--- config.mk ---
export PLATFORM = sky130hd
export DESIGN_NAME = uart_rx
export DESIGN_NICKNAME = d
export VERILOG_FILES = /design/src/rtl/uart_pkg.sv /design/src/rtl/uart_sync2.sv /design/src/rtl/uart_rx.sv
export SDC_FILE = /design/constraint.sdc
export NUM_CORES = 1
export LEC_CHECK = 0
export ABC_CLOCK_PERIOD_IN_PS = 2100
export CAP_MARGIN = 20
export CELL_PAD_IN_SITES_DETAIL_PLACEMENT = 1
export CELL_PAD_IN_SITES_GLOBAL_PLACEMENT = 1
export CORE_MARGIN = 2
export CORE_UTILIZATION = 43
export CTS_CLUSTER_SIZE = 12
export DETAILED_ROUTE_END_ITERATION = 8
export GPL_ROUTABILITY_DRIVEN = 0
export HOLD_SLACK_MARGIN = 0.12
export PLACE_DENSITY_LB_ADDON = 0.12
export SLEW_MARGIN = 20
export SYNTH_ARGS = -nofsm -noshare
export SYNTH_HDL_FRONTEND = slang
export SYNTH_HIERARCHICAL = 1
export SYNTH_SLANG_ARGS = --single-unit
export TNS_END_PERCENT = 50
--- constraint.sdc ---
create_clock -name clk -period 2.1 [get_ports clk]
set_input_delay 0.42 -clock clk [delete_from_list [all_inputs] [get_ports clk]]
set_output_delay 0.42 -clock clk [all_outputs]
set_load 0.01 [all_outputs]
--- src/rtl/uart_pkg.sv ---
// Purpose : shared UART definitions (bit timing, receiver states, frame width).
// Latency : n/a (types, constants and elaboration-time functions only).
// Backpr. : n/a.
// Contents: DATA_BITS, rx_state_e, clks_per_bit(), half_bit().
package uart_pkg;

    // Payload bits per 8N1 frame.
    localparam int DATA_BITS = 8;

    typedef enum logic [2:0] {
        IDLE,
        START,
        DATA,
        STOP,
        BREAK
    } rx_state_e;

    // Clocks per bit period. Integer division truncates, and uart_tx uses the
    // same truncation, so both ends agree exactly when run on the same clock.
    function automatic int clks_per_bit(input int clk_freq, input int baud);
        return clk_freq / baud;
    endfunction

    // Clocks from the start edge to the start-bit midpoint.
    function automatic int half_bit(input int clk_freq, input int baud);
        return clks_per_bit(clk_freq, baud) / 2;
    endfunction

endpackage

--- src/rtl/uart_sync2.sv ---
// Purpose : two-flop synchronizer for one asynchronous input.
// Latency : 2 clk cycles from d_i to q_o.
// Backpr. : none; q_o follows d_i every cycle.
// Ports   : clk_i clock, rst_i sync active-high reset (flops load RST_VAL),
//           d_i async input, q_o synchronized output.
module uart_sync2 #(
    parameter logic RST_VAL = 1'b1
) (
    input  logic clk_i,
    input  logic rst_i,
    input  logic d_i,
    output logic q_o
);

    logic [1:0] sync_q;

    always_ff @(posedge clk_i) begin
        if (rst_i) begin
            sync_q <= {2{RST_VAL}};
        end else begin
            sync_q <= {sync_q[0], d_i};
        end
    end

    assign q_o = sync_q[1];

endmodule

--- src/rtl/uart_rx.sv ---
// Purpose : 8N1 UART receiver, LSB first, mid-bit sampling of a synchronized line.
// Latency : done 2 + HALF_BIT + 9*CLKS_PER_BIT + 1 cycles after the falling start edge.
// Backpr. : none; done/frame_err are one-cycle pulses and data holds until the next good frame.
// Ports   : clk, rst (sync active-high), rxd (async serial in, idle high),
//           data (last good byte), done / frame_err (pulses), busy (frame in progress).
module uart_rx
    import uart_pkg::*;
#(
    parameter int CLK_FREQ = 50000000,
    parameter int BAUD     = 115200
) (
    input  logic       clk,
    input  logic       rst,
    input  logic       rxd,
    output logic [7:0] data,
    output logic       done,
    output logic       frame_err,
    output logic       busy
);

    localparam int CLKS_PER_BIT = clks_per_bit(CLK_FREQ, BAUD);
    localparam int HALF_BIT     = half_bit(CLK_FREQ, BAUD);
    localparam int CNT_W        = $clog2(CLKS_PER_BIT);
    localparam int IDX_W        = $clog2(DATA_BITS);

    localparam logic [CNT_W-1:0] CNT_BIT_END  = CNT_W'(CLKS_PER_BIT - 1);
    localparam logic [CNT_W-1:0] CNT_HALF_END = CNT_W'(HALF_BIT - 1);
    localparam logic [IDX_W-1:0] LAST_BIT     = IDX_W'(DATA_BITS - 1);

    logic                 rxd_s;
    rx_state_e            state_q, state_d;
    logic [CNT_W-1:0]     clk_cnt_q, clk_cnt_d;
    logic [IDX_W-1:0]     bit_idx_q, bit_idx_d;
    logic [DATA_BITS-1:0] shreg_q, shreg_d;
    logic [DATA_BITS-1:0] data_q, data_d;
    logic                 done_q, done_d;
    logic                 frame_err_q, frame_err_d;

    // Line resets to the idle level so a reset does not look like a start edge.
    uart_sync2 #(
        .RST_VAL (1'b1)
    ) u_sync (
        .clk_i (clk),
        .rst_i (rst),
        .d_i   (rxd),
        .q_o   (rxd_s)
    );

    always_ff @(posedge clk) begin
        if (rst) begin
            state_q     <= IDLE;
            clk_cnt_q   <= '0;
            bit_idx_q   <= '0;
            shreg_q     <= '0;
            data_q      <= '0;
            done_q      <= 1'b0;
            frame_err_q <= 1'b0;
        end else begin
            state_q     <= state_d;
            clk_cnt_q   <= clk_cnt_d;
            bit_idx_q   <= bit_idx_d;
            shreg_q     <= shreg_d;
            data_q      <= data_d;
            done_q      <= done_d;
            frame_err_q <= frame_err_d;
        end
    end

    always_comb begin
        state_d     = state_q;
        clk_cnt_d   = clk_cnt_q + CNT_W'(1);
        bit_idx_d   = bit_idx_q;
        shreg_d     = shreg_q;
        data_d      = data_q;
        done_d      = 1'b0;
        frame_err_d = 1'b0;

        case (state_q)
            IDLE: begin
                clk_cnt_d = '0;
                if (!rxd_s) begin
                    state_d = START;
                end
            end

            START: begin
                // Re-check at the start-bit midpoint; a high line means the
                // falling edge was a glitch and is dropped silently.
                if (clk_cnt_q == CNT_HALF_END) begin
                    clk_cnt_d = '0;
                    bit_idx_d = '0;
                    state_d   = rxd_s ? IDLE : DATA;
                end
            end

            DATA: begin
                // Counting a full bit from the start midpoint lands on each
                // data-bit midpoint.
                if (clk_cnt_q == CNT_BIT_END) begin
                    clk_cnt_d          = '0;
                    shreg_d[bit_idx_q] = rxd_s;
                    if (bit_idx_q == LAST_BIT) begin
                        state_d = STOP;
                    end else begin
                        bit_idx_d = bit_idx_q + IDX_W'(1);
                    end
                end
            end

            STOP: begin
                // Leave at the stop midpoint so a back-to-back start edge half
                // a bit later is seen from IDLE.
                if (clk_cnt_q == CNT_BIT_END) begin
                    clk_cnt_d = '0;
                    if (rxd_s) begin
                        data_d  = shreg_q;
                        done_d  = 1'b1;
                        state_d = IDLE;
                    end else begin
                        frame_err_d = 1'b1;
                        state_d     = BREAK;
                    end
                end
            end

            BREAK: begin
                // A line still low after a bad stop bit is not a new start;
                // wait for it to return to idle first.
                clk_cnt_d = '0;
                if (rxd_s) begin
                    state_d = IDLE;
                end
            end

            default: begin
                clk_cnt_d = '0;
                state_d   = IDLE;
            end
        endcase
    end

    assign data      = data_q;
    assign done      = done_q;
    assign frame_err = frame_err_q;
    assign busy      = (state_q != IDLE);

endmodule

**Word-level counts from Yosys, hierarchy flattened**

Index checks and enable logic that the tools add are counted.

- Output and inout port bits: 11
- Word-level logic and storage cells: 59
- Input port bits: 3
- Flip-flop bits (word level): 35

- Reduce and logical (&&, ||, !) cells: 10
- Magnitude comparators: 2
- Add/sub/neg operators: 2
- Bitwise logic cells: 2
- Multiplexer cells: 21
- Eq/ne operators: 14

Operators by type and width:

| cell | count |
|---|---|
| $mux 3 | 10 |
| $mux 9 | 2 |
| $pmux 9 s2 | 1 |
| $pmux 3 s5 | 1 |
| $ne 2x2->1 const B | 6 |
| $add 9x1->9 const B | 1 |
| $eq 9x8->1 const B | 1 |
| $eq 9x9->1 const B | 1 |
| $bwmux 8 | 1 |
| $eq 3x2->1 const B | 2 |
| $eq 3x3->1 const B | 2 |
| $pmux 3 s2 | 1 |
| $reduce_and 6->1 | 1 |
| $lt 3x4->1 const B | 1 |
| $reduce_and 4->1 | 1 |
| $add 3x1->3 const B | 1 |
| $demux 1 s3 | 1 |
| $eq 3x1->1 const B | 1 |
| $ge 3x1->1 const B | 1 |
| $logic_not 3->1 | 1 |
| $mux 1 | 3 |
| $reduce_and 3->1 | 1 |
| $reduce_bool 3->1 | 1 |
| $reduce_or 3->1 | 1 |
| 7 further kinds | 8 |

**Depth between registers and ports, before layout**

- Word-level depth: 5
- Mapped depth: 8
- Gate-level depth less buffers: 7

**Cells and area by module**

Netlist, hierarchy kept.

By module, submodules not included:

| module | seq. area each (um^2) | instances | area an instance (um^2) | cells each |
|---|---|---|---|---|
| uart_rx | 660.6 | 1 | 1505.2 | 161 |
| uart_sync2 | 40.0 | 1 | 52.6 | 4 |

**Least setup slack after synthesis**

No wires, ideal clock.

- Path type: reg2reg
- Start point: register clk_cnt_q[0]
- End point: register data_q[0], in the netlist data[0]
- Data required time: 1.972 ns
- Cell stages (with the launch flop): 7
- Arrival: 1.696 ns
- Clock period less this slack: 1.823 ns
- Setup slack: 0.277 ns
- Buffers on the path: 0
- Library setup time: 0.128 ns
- Cells stage by stage: dfxtp_1 ha_1 and4bb_2 nand2_1 nor3_2 mux2i_1 nor2_1

- Longest elaborated chain between the ends: 2

RTL lines:

| item | RTL line | source |
|---|---|---|
| from (decl) | uart_rx.sv:32 | `logic [CNT_W-1:0] clk_cnt_q, clk_cnt_d;` |
| from (signal assigned) | uart_rx.sv:60 | `clk_cnt_q <= clk_cnt_d;` |
| $eq 9x9->1 | uart_rx.sv:113 | `if (clk_cnt_q == CNT_BIT_END) begin` |
| $reduce_and 3->1 (no source line) | -- |  |
| to (signal assigned) | uart_rx.sv:63 | `data_q <= data_d;` |
| to (decl) | uart_rx.sv:35 | `logic [DATA_BITS-1:0] data_q, data_d;` |

No other way between the ends.
A chain may end at the register's enable or synchronous reset.

**Worst setup path after layout**

- Start point: register state_q[2]
- End point: output port busy

- Longest elaborated chain between the ends: 1

RTL lines:

| item | RTL line | source |
|---|---|---|
| from (decl) | uart_rx.sv:31 | `rx_state_e state_q, state_d;` |
| from (signal assigned) | uart_rx.sv:59 | `state_q <= state_d;` |
| $reduce_bool 3->1 | uart_rx.sv:145 | `assign busy = (state_q != IDLE);` |
| to (decl) | uart_rx.sv:18 | `output logic busy` |

No other way between the ends.

==> impl_metrics.py <==
metrics = {
    "status": {
        "status": "finished clean",
    },
    "placement": {
        "dpl.hpwl_um": 2590,
        "place_inst": 222,
        "dpl_cell_area_sq_um": 1760,
        "io_buffers": 13,
    },
    "clocking": {
        "cts-resized-gates": 1,
        "tritoncts": "yes",
        "hold_buffers": 0,
        "cts_sinks": 35,
        "worstSkewPairLatency_ns": 0.35,
        "clockBufferDepth": 2,
        "post_cts_buffers": 0,
        "htree_levels": 2,
        "cts_root_buffer": "clkbuf_4",
        "cts_buffers": 5,
        "clk_pin_slew_ns": 0.11,
    },
    "die": {
        "io_pins": 14,
        "die_area_sq_um": 4120,
        "die_width_um": 64.2,
        "core_sq_um": 3420,
        "rows": 21,
        "initial_utilization": 0.456,
        "die_h_um": 64.2,
    },
    "timing": {
        "setup-tns-final_ns": 0,
        "fmax_ghz": 0.524,
        "finalSetupViolCount": 0,
        "rsz0062_at_grt": "false",
        "worstMarginPinSlew_ns": 0.387,
        "clock_skew_ns": 0.00407,
        "min_period_over_period": 0.909,
        "finalHoldViolations": 0,
        "min_period_ns": 1.91,
        "slew-limit-headroom": 0.738,
        "drv_slew": 0,
    },
    "power_and_ir_drop": {
        "power_mw": 1.32,
        "power_leakage_nw": 0.731,
        "peakVddDrop_mv": 0.469,
        "pwr_density_cell_nw_per_um2": 711,
    },
    "yosys": {
        "synth_top_area_share": 0.450,
        "synth_flop_cell": "dfxtp_1",
        "synth_seq_cells": 35,
        "synth_top_area_cell": "dfxtp_1",
        "synth_seq_area_share": 0.450,
        "async_flop_share": 0,
        "synthTopCellsByArea": "dfxtp_1 45%, mux2i_1 10%, nor2_1 7.5%",
        "synthDistinctLibCells": 42,
        "synth_nets": 173,
        "avgSynthCellArea_sq_um": 9.44,
        "synth_edf_count": 0,
        "syn_area_sq_um": 1560,
        "netlist_instances": 165,
        "yosys_warnings": 6,
    },
    "final_layout": {
        "syn_to_final_growth_pct": 18.8,
        "register_area_sq_um": 701,
        "fin_cells": 230,
        "antenna_cells": 0,
        "finish.net_count": 191,
        "fillCellCount": 404,
        "drive_gt1_frac": 0.125,
        "multiInputGateArea_sq_um": 806,
        "design_area_sq_um": 1850,
    },
    "route": {
        "via_per_inst": 5.39,
        "drcViolationCount": 0,
        "vias": 1240,
        "drtIter0Drc": 63,
        "wl_per_cell_um": 15.6,
        "drt_wl_total_um": 3580,
        "ant_nets": 0,
        "drtPass1Iterations": 4,
    },
    "setup_path": {
        "cp_max_fo": 8,
        "cp.required_ns": 1.68,
        "worstSetupPathType": "reg2out",
        "end_kind": "output pin",
        "worstPathArrival_ns": 1.49,
        "crit_path_start_kind": "flop",
    },
    "worst_hold_path": {
        "hp-class": "reg2reg",
    },
    "global_routing": {
        "track_usage": 0.194,
        "antenna_found_initial": 0,
        "grt_remaining_overflow": 0,
        "grt_pass1_wl_um": 6040,
        "grt_max_degree": 25,
        "grt_pass1_vias": 1301,
    },
    "flow_run": {
        "drv_cap": 0,
    },
}
==> where the power goes <==
| group | internal (mW) | switching (mW) | total, mW |
|---|---|---|---|
| clock | 0.281 | 0.235 | 0.516 |
| combinational | 0.0527 | 0.0652 | 0.118 |
| sequential | 0.672 | 0.0104 | 0.682 |
| total | 1.01 | 0.311 | 1.32 |
==> logic make-up after synthesis <==
family / count (synthesis) / share of synthesized area
AO/OA/AOI/OAI: 13 / 0.0675
XOR/XNOR: 7 / 0.0394
adder cells (fa/ha/maj): 5 / 0.0402
buffers and inverters: 14 / 0.0394
flip-flops: 35 / 0.450
multiplexers: 16 / 0.103
AND/OR/NAND/NOR: 75 / 0.261
==> flip-flops by register name, summed over array words and instances (netlist names) <==
name	cells
done	1
clk_cnt_q	9
state_q	3
data	8
frame_err	1
shreg_q	8
bit_idx_q	3
u_sync/sync_q	2
==> layer usage <==
layer / share of wire / routed length, um / up-vias / global-route usage
li1: - / - / 606 / -
met1: 0.42 / 1520 / 612 / 0.207
met2: 0.53 / 1880 / 17 / 0.341
met3: 0.037 / 133 / 5 / 0.0775
met4: 0.013 / 48 / 0 / 0.0745
met5: 0 / 0 / - / 0
==> metrics by stage <==
stage / worst slack [ns] / hold slack (ns) / utilization
4_1_cts: 0.0514 / 0.448 / 0.539
3_3_place_gp: 0.168 / 0.399 / 0.514
2_1_floorplan: 0.277 / 0.383 / -
3_5_place_dp: 0.0736 / 0.422 / 0.514
6_report: 0.190 / 0.440 / 0.542
5_1_grt: 0.0644 / 0.451 / 0.542
==> cell type report <==
| cell class | instances | area share |
|---|---|---|
| flip-flops and latches | 35 | 0.379 |
| repair buffers | 20 | 0.0980 |
| clock inverters | 2 | 0.0189 |
| clock buffers | 6 | 0.0277 |
| multi-input cells | 116 | 0.435 |
| well taps | 46 | 0.0311 |
| inverters | 5 | 0.0101 |
==> cells in the final DEF (no fill, tap or decap), drive strengths merged, types with 2 or more instances in the layout <==
cell           Yosys  layout
dfxtp             35      35
nor2              31      31
mux2i             16      16
clkdlybuf4s50      0      12
nand2              9       9
buf                4       7
nor3b              6       6
clkbuf             5       6
inv                5       5
xnor2              5       5
ha                 5       5
and3               4       4
nand3              4       4
a21oi              4       4
or3                2       2
and4b              2       2
xor2               2       2
a41o               2       2
nand4              2       2
nand3b             2       2
or2                2       2
nor3               2       2
==> critical path, cell delays in order, from the launching register on <==
cell and delay, ns:
dfxtp_1 0.33, buf_4 0.17, or3_1 0.36, dlygate4sd2_1 0.28
==> final timing paths <==
path,start,endpoint,slack (ns),cells after the start
max reg2reg,clk_cnt_q[1],clk_cnt_q[6],0.20,7
min,u_sync/sync_q[0],u_sync/sync_q[1],0.44,1
min reg2reg,u_sync/sync_q[0],u_sync/sync_q[1],0.44,1
max,state_q[2],busy,0.19,3
==> synthesized netlist by cell type (all sizes together) (2+ instances only) <==
library cell and instances:
nor3 2, nor3b 6, a21oi 4, inv 5
a41o 2, nand3b 2, ha 5, nor2 31
buf 4, xnor2 5, nand3 4, nand2 9
and3 4, or2 2, clkbuf 5, mux2i 16
and4b 2, nand4 2, dfxtp 35, xor2 2
or3 2
Note: power is estimated with default switching activity, not from simulation.
